<file path="src/rtl/mbist_fail_logger.sv">
// Memory BIST fail logger: registers failing compares while armed and queues
// {addr, op, data} records in a small FIFO, alongside a saturating count, first-fail address and overflow flag.
module mbist_fail_logger #(
  parameter int unsigned AW    = 8,
  parameter int unsigned DW    = 8,
  parameter int unsigned CW    = 4,
  parameter int unsigned DEPTH = 8,
  parameter int unsigned CNTW  = 16
) (
  input  logic                clk,
  input  logic                rst,
  input  logic                start,
  input  logic                test_done,
  input  logic                cmp_en,
  input  logic [AW-1:0]       tas_in,
  input  logic [CW-1:0]       tcs_in,
  input  logic [DW-1:0]       tds_in,
  input  logic                passfail_in,
  input  logic                rd_ready,
  output logic                rd_valid,
  output logic [AW+CW+DW-1:0] rd_data,
  output logic [CNTW-1:0]     fail_count,
  output logic [AW-1:0]       first_fail_addr,
  output logic                overflow,
  output logic                busy,
  output logic                done,
  output logic                pass
);

  localparam int unsigned PW = $clog2(DEPTH);
  localparam int unsigned RW = AW + CW + DW;

  typedef enum logic [1:0] {IDLE, ARMED, DONE} state_t;

  state_t            state, state_nxt;
  logic              cap_v;
  logic [RW-1:0]     cap_rec;
  logic [RW-1:0]     mem [DEPTH];
  logic [PW-1:0]     wr_ptr, rd_ptr, wr_ptr_nxt, rd_ptr_nxt;
  logic [PW:0]       count, count_nxt;
  logic              push, pop, full, empty;
  logic [CNTW-1:0]   fail_count_nxt;
  logic [AW-1:0]     first_fail_nxt;
  logic              overflow_nxt;
  logic [RW-1:0]     rd_data_nxt;

  // Control state register
  always_ff @(posedge clk or negedge rst) begin
    if (!rst) state <= IDLE;
    else      state <= state_nxt;
  end

  // Next state: start always (re)arms and beats test_done
  always_comb begin
    state_nxt = state;
    case (state)
      IDLE:    if (start) state_nxt = ARMED;
      ARMED:   if (start) state_nxt = ARMED;
               else if (test_done) state_nxt = DONE;
      DONE:    if (start) state_nxt = ARMED;
      default: state_nxt = IDLE;
    endcase
  end

  // One-stage capture; it drains regardless of state so a fail on the test_done cycle still lands
  always_ff @(posedge clk or negedge rst) begin
    if (!rst) begin
      cap_v   <= 1'b0;
      cap_rec <= '0;
    end else begin
      cap_v   <= (state == ARMED) && cmp_en && passfail_in;
      cap_rec <= {tas_in, tcs_in, tds_in};
    end
  end

  assign empty = (count == '0);
  assign full  = (count == (PW+1)'(DEPTH));
  assign pop   = !empty && rd_ready && !start;
  assign push  = cap_v && (!full || pop) && !start;

  // Log/FIFO next-state; start overrides everything with a clear
  always_comb begin
    wr_ptr_nxt     = wr_ptr;
    rd_ptr_nxt     = rd_ptr;
    count_nxt      = count;
    fail_count_nxt = fail_count;
    first_fail_nxt = first_fail_addr;
    overflow_nxt   = overflow;
    rd_data_nxt    = '0;
    if (start) begin
      wr_ptr_nxt     = '0;
      rd_ptr_nxt     = '0;
      count_nxt      = '0;
      fail_count_nxt = '0;
      first_fail_nxt = '0;
      overflow_nxt   = 1'b0;
    end else begin
      if (push) wr_ptr_nxt = wr_ptr + PW'(1);
      if (pop)  rd_ptr_nxt = rd_ptr + PW'(1);
      case ({push, pop})
        2'b10:   count_nxt = count + (PW+1)'(1);
        2'b01:   count_nxt = count - (PW+1)'(1);
        default: count_nxt = count;
      endcase
      if (cap_v) begin
        if (fail_count != '1) fail_count_nxt = fail_count + CNTW'(1);
        if (fail_count == '0) first_fail_nxt = cap_rec[RW-1 -: AW];
        if (full && !pop)     overflow_nxt   = 1'b1;
      end
      // Head slot may be the one being written this cycle
      if (count_nxt != '0) begin
        if (push && (wr_ptr == rd_ptr_nxt)) rd_data_nxt = cap_rec;
        else                                rd_data_nxt = mem[rd_ptr_nxt];
      end
    end
  end

  always_ff @(posedge clk or negedge rst) begin
    if (!rst) begin
      wr_ptr          <= '0;
      rd_ptr          <= '0;
      count           <= '0;
      fail_count      <= '0;
      first_fail_addr <= '0;
      overflow        <= 1'b0;
      rd_valid        <= 1'b0;
      rd_data         <= '0;
    end else begin
      wr_ptr          <= wr_ptr_nxt;
      rd_ptr          <= rd_ptr_nxt;
      count           <= count_nxt;
      fail_count      <= fail_count_nxt;
      first_fail_addr <= first_fail_nxt;
      overflow        <= overflow_nxt;
      rd_valid        <= (count_nxt != '0);
      rd_data         <= rd_data_nxt;
    end
  end

  // Record storage; contents are only visible through the pointers, so no reset needed
  always_ff @(posedge clk) begin
    if (push) mem[wr_ptr] <= cap_rec;
  end

  assign busy = (state == ARMED);
  assign done = (state == DONE);
  assign pass = done && (fail_count == '0);

endmodule

</file>
<file path="config.mk">
export PLATFORM = sky130hd
export DESIGN_NAME = mbist_fail_logger
export DESIGN_NICKNAME = d
export VERILOG_FILES = /design/src/rtl/mbist_fail_logger.sv
export SDC_FILE = /design/constraint.sdc
export NUM_CORES = 1
export LEC_CHECK = 0
export BUFFER_PORTS_ARGS = -buffer_cell sky130_fd_sc_hd__clkbuf_2
export CAP_MARGIN = 20
export CORE_MARGIN = 4
export CORE_UTILIZATION = 58
export DETAILED_ROUTE_END_ITERATION = 8
export HOLD_SLACK_MARGIN = 0.1
export PLACE_DENSITY = 0.77
export SLEW_MARGIN = 5
export SYNTH_ARGS = -nofsm -noshare
export SYNTH_HDL_FRONTEND = slang
export SYNTH_SLANG_ARGS = --single-unit
</file>
<file path="constraint.sdc">
create_clock -name clk -period 4.9 [get_ports clk]
set_clock_uncertainty 0.05 [all_clocks]
set_input_delay 0.49 -clock clk [delete_from_list [all_inputs] [get_ports clk]]
set_output_delay 0.49 -clock clk [all_outputs]
set_load 0.1 [all_outputs]
</file>
Word level (Yosys, flattened, before mapping) --
Memory sizes are Yosys's and may differ from the RTL's. Cells that the tools add are included.
Word-level totals: input bits 27, memory bits (writable) 160, register bits 79, memories kept 1
Operators by class: add/subtract/negate cells 5, multiplexer cells 26, reduce and logical (&&, ||, !) cells 29, equality and inequality tests 9
Memory list:
- mem | depth 8, bits a word 20, rd ports 1, clocked after Yosys merged registers in 0, write ports 1, line 38 | logic [RW-1:0] mem [DEPTH];
Operators by type and width (number):
- 20-bit 2-to-1 mux | 3
- 16-bit 2-to-1 mux | 3
- 8-bit 2-to-1 mux | 3
- 16-bit by 1-bit adder with 16-bit output, second input constant | 1
- 16-bit zero test | 1
- 16-bit inequality test, second input constant | 1
- 3-bit 2-to-1 mux | 5
- 2-bit nonzero test | 5
- 1-bit logical AND | 9
- 4-bit 2-to-1 mux | 2
- 4-bit case mux with 2 select lines | 1
- 2-bit AND reduction | 4
- 4-bit nonzero test | 2
- 3-bit by 1-bit adder with 3-bit output, second input constant | 2
- 2-bit 2-to-1 mux | 3
- 1-bit 2-to-1 mux | 5
- 4-bit by 1-bit adder with 4-bit output, second input constant | 1
- 2-bit by 1-bit == test with 1-bit output, second input constant | 2
- 2-bit == test, second input constant | 2
- 4-bit == test, second input constant | 1
- 1-bit zero test | 4
- 4-bit zero test | 1
- 2-bit case mux with 2 select lines | 1
- 4-bit by 1-bit subtractor with 4-bit output, second input constant | 1
- other kinds (6) | 6

Longest topological paths before layout --
depth after elaboration 13, gate-level depth with buffers 16

Worst setup path before layout --
OpenSTA, ideal clock, no wires.
path kind register to output, from reg fail_count[0], to out pass, arrival time 3.584 ns, path buffers 0, setup slack 0.776 ns, stages on the path, launching flop included 6, cell sequence dfrtp_1 inv_1 ha_1 nor3b_1 nand4_1 nor3b_1
Between the ends: longest elaborated chain between the ends 2
RTL lines:
- from (decl) | line 22 | output logic [CNTW-1:0] fail_count,
- from (signal assigned) | line 132 | fail_count <= fail_count_nxt;
- 16-bit zero test | line 147 | assign pass = done && (fail_count == '0);
- 1-bit logical AND | line 147
- to (decl) | line 27 | output logic pass
No other way between the ends.

Worst setup path in the final report --
from reg count[1], to reg rd_data[19]
Between the ends: longest elaborated chain between the ends 13
RTL lines:
- from (decl) | line 40 | logic [PW:0] count, count_nxt;
- from (signal assigned) | line 131 | count <= count_nxt;
- 4-bit zero test | line 76 | assign empty = (count == '0);
- 1-bit zero test | line 78 | assign pop = !empty && rd_ready && !start;
- 1-bit logical AND (2 in series) | line 78
- 1-bit logical OR | line 79 | assign push = cap_v && (!full || pop) && !start;
- 1-bit logical AND (2 in series) | line 79
- 2-bit by 1-bit == test with 1-bit output / 2-bit == test (equally long branches) | line 100 | case ({push, pop})
- 4-bit case mux with 2 select lines | line 100
- 4-bit 2-to-1 mux | line 90 | if (start) begin
- 4-bit nonzero test | line 111 | if (count_nxt != '0) begin
- 20-bit 2-to-1 mux (*) | line 111
- 20-bit 2-to-1 mux (*) | line 90
- named net rd_data_nxt[19] | line 45 | logic [RW-1:0] rd_data_nxt;
- to (signal assigned) | line 136 | rd_data <= rd_data_nxt;
- to (decl) | line 21 | output logic [AW+CW+DW-1:0] rd_data,
The timed path passes the listed nets; every way through them passes the cells marked *. The select of a mux whose other input is x is not followed. A chain may end at the register's enable or synchronous reset.

==> impl_metrics.toml <==
[outcome]
status = "finished clean"

[floorplanning]
die_h_microns = 144
core-area_sq_um = 18100
io-pin-count = 76
start_util = 0.595
die_w_microns = 144
die_area_sq_um = 20900
num_rows = 49

[critical_path]
worstSetupPathType = "flop to flop"
worstPathRequired_ns = 5.20
endpoint_kind = "flop"
worstPathArrival_ns = 4.31
start_kind = "flop"
worst-path-max-fanout = 21

[placement]
gp_congestion = 0.855
pre_cts_ws_ns = 0.628
hpwl_microns = 14300
port_buffers = 75

[job]
drv_cap = 0

[clock_network]
clock_path_buffers = 3
ctsResizeCount = 0
htree_num_levels = 1
clk_pin_slew_ns = 0.06
numClockSinks = 239
numCtsBuffers = 25
cts-root-buf = "clkbuf_16"
cts_tree = "done"
clock_latency_ns = 0.51

[timing]
max-slew-margin-rel = 0.252
finalCritPeriodShare = 0.819
fin_ws_ns = 0.886
fmax_mhz = 249
fin_tns_setup_ns = 0
slew_viol_final = 0
hold_violations = 0
post-route-min-period_ns = 4.01
setup_violations = 0
grt_setup_unrepaired = "no"
tightest_slew_ns = 1.12

[pwr]
power.density_cell_area_nw_per_um2 = 350
leakage_nw = 4.34
ir_worst_vdd_mv = 0.262

[finish]
n_antenna_cell = 0
syn2layout_area_growth_pct = 13.9
multi_input_area_sq_um = 3720
seqCellArea_sq_um = 6790
nets = 900
fillCellCount = 1273
final_layout_size_suffix_gt1_frac = 0.209
post-route-util = 0.678

[logic_synthesis]
avgSynthCellArea_sq_um = 13.7
synth_seq_area_share = 0.628
synth_warnings = 0
synth_ff_type = "edfxtp_1"
synth_cell_types = 53
synth_edf_count = 160
async_reset_ff_frac = 0.331
ys_seq_elements = 239
synth_fp_nets = 821
synthesis.area_sq_um = 10800
synthCells = 787

[drt]
vias = 7106
wirelength_microns = 24000
via_per_inst = 6.38
dr.pass1.iters = 5
wl_per_cell_microns = 21.6
ant_nets = 0
drt_iter0_drc = 533
drc = 0

[global_route]
grt_pass1_vias = 7289
grt_pass1_wl_microns = 38300
grt_max_degree = 59
overflow = 0
antenna_found_initial = 0
grt_usage = 0.233

[worst_hold_path]
hold_class = "input port to flop"
cells in the mapped netlist (8+ instances only):
| library cell | n | area [sq um] |
|---|---|---|
| nor2_1 | 67 | 251 |
| o22ai_1 | 39 | 244 |
| edfxtp_1 | 160 | 4800 |
| clkbuf_1 | 28 | 105 |
| xor2_1 | 14 | 123 |
| buf_2 | 19 | 95.1 |
| a211oi_2 | 17 | 213 |
| inv_1 | 8 | 30.0 |
| a21oi_1 | 10 | 50.1 |
| a221oi_2 | 20 | 300 |
| o21ai_0 | 28 | 140 |
| o221ai_1 | 40 | 350 |
| xnor2_1 | 9 | 78.8 |
| o21ai_1 | 16 | 80.1 |
| nand2_1 | 10 | 37.5 |
| dfrtp_1 | 79 | 1980 |
| a221oi_1 | 20 | 175 |
| a22oi_1 | 22 | 165 |
| mux2i_1 | 91 | 911 |
sequential cells by signal, summed over array words and instances (netlist names):
signal           cells
wr_ptr               3
overflow             1
first_fail_addr      8
cap_rec             20
state                2
cap_v                1
rd_data             20
mem                160
fail_count          16
count                4
rd_valid             1
rd_ptr               3
cell usage in the layout, fill, tap and decap left out, types with 21 or more instances in the layout:
master	synthesis	layout
dfrtp_1	79	78
nor2_1	67	61
dlygate4sd3_1	0	21
a22oi_1	22	22
clkbuf_16	0	25
o221ai_1	40	40
o21ai_0	28	28
mux2i_1	91	91
o22ai_1	39	39
buf_4	7	22
clkbuf_2	0	74
edfxtp_1	160	160
per-layer routing:
layer  track usage  wire [microns]  up-vias
li1              -               -     3275
met1         0.305            9820     3586
met2         0.407           12400      199
met4        0.0648             503        0
met5             0               0        -
met3        0.0374            1260       46
area by class of cell:
type / instances / area share
clock inverter: 7 / 0.00315
tap: 229 / 0.0233
inverter: 9 / 0.00274
timing repair buffer: 117 / 0.0606
clock buffer: 38 / 0.0564
multi-input combinational: 474 / 0.303
sequential: 239 / 0.551
final timing paths:
path | start | to | slack (ns) | cells past startpoint
worst max-delay path | count[1] | rd_data[19] | 0.89 | 13
worst min-delay path | cmp_en | cap_v | 0.17 | 2
worst max register to register | count[1] | rd_data[19] | 0.89 | 13
worst min register to register | state[1] | state[0] | 0.46 | 1
max in group asynchronous | rst | count[3] | 3.35 | 3
min in group asynchronous | rst | fail_count[5] | 0.46 | 2
what timing repair did:
item,4_1_cts,5_1_grt
buffers inserted,0,0
endpoints found under the hold margin,56,0
hold buffers,21,0
power breakdown:
group	switching [mW]	internal [mW]	total, mW
clock	0.733	0.976	1.71
sequential	0.0444	2.19	2.24
combinational	0.253	0.105	0.358
total	1.03	3.27	4.30
metrics by stage:
| stage | std cells | hold WS [ns] | area, sq um | power, mW |
|---|---|---|---|---|
| 3_3_place_gp | 1047 | 0.421 | 11400 | 2.61 |
| 6_report | 1113 | 0.174 | 12300 | 4.30 |
| 5_1_grt | 1113 | 0.161 | 12300 | 4.45 |
| 4_1_cts | 1113 | 0.163 | 12300 | 4.33 |
| 3_5_place_dp | 1047 | 0.444 | 11400 | 2.62 |
| 2_1_floorplan | 787 | 0.144 | 10800 | 2.53 |
cells by family (layout without fill, tap and decap cells):
logic type                 Yosys count  in the layout  synth area share
DFF                                239            239             0.628
muxes                               91             91            0.0843
buffers and inverters               74            171            0.0338
AOI/OAI and AO/OA                  227            227             0.170
adders and majority gates            7              7           0.00811
and+or+nand+nor                    126            126            0.0571
xor gates and xnor gates            23             23            0.0186
worst max-delay path, cell delays in order, from the launching register on:
cell	delay, ns
dfrtp_1	0.51
nor3_1	0.15
a31oi_1	0.41
nor2b_1	0.42
inv_1	0.12
ha_1	0.31
xor2_1	0.18
ha_1	0.19
a21oi_1	0.20
xor2_1	0.19
nor2_1	0.08
xnor2_1	0.20
a31o_2	0.75
a211oi_1	0.11
No activity file was read; power rests on OpenSTA's default activity.
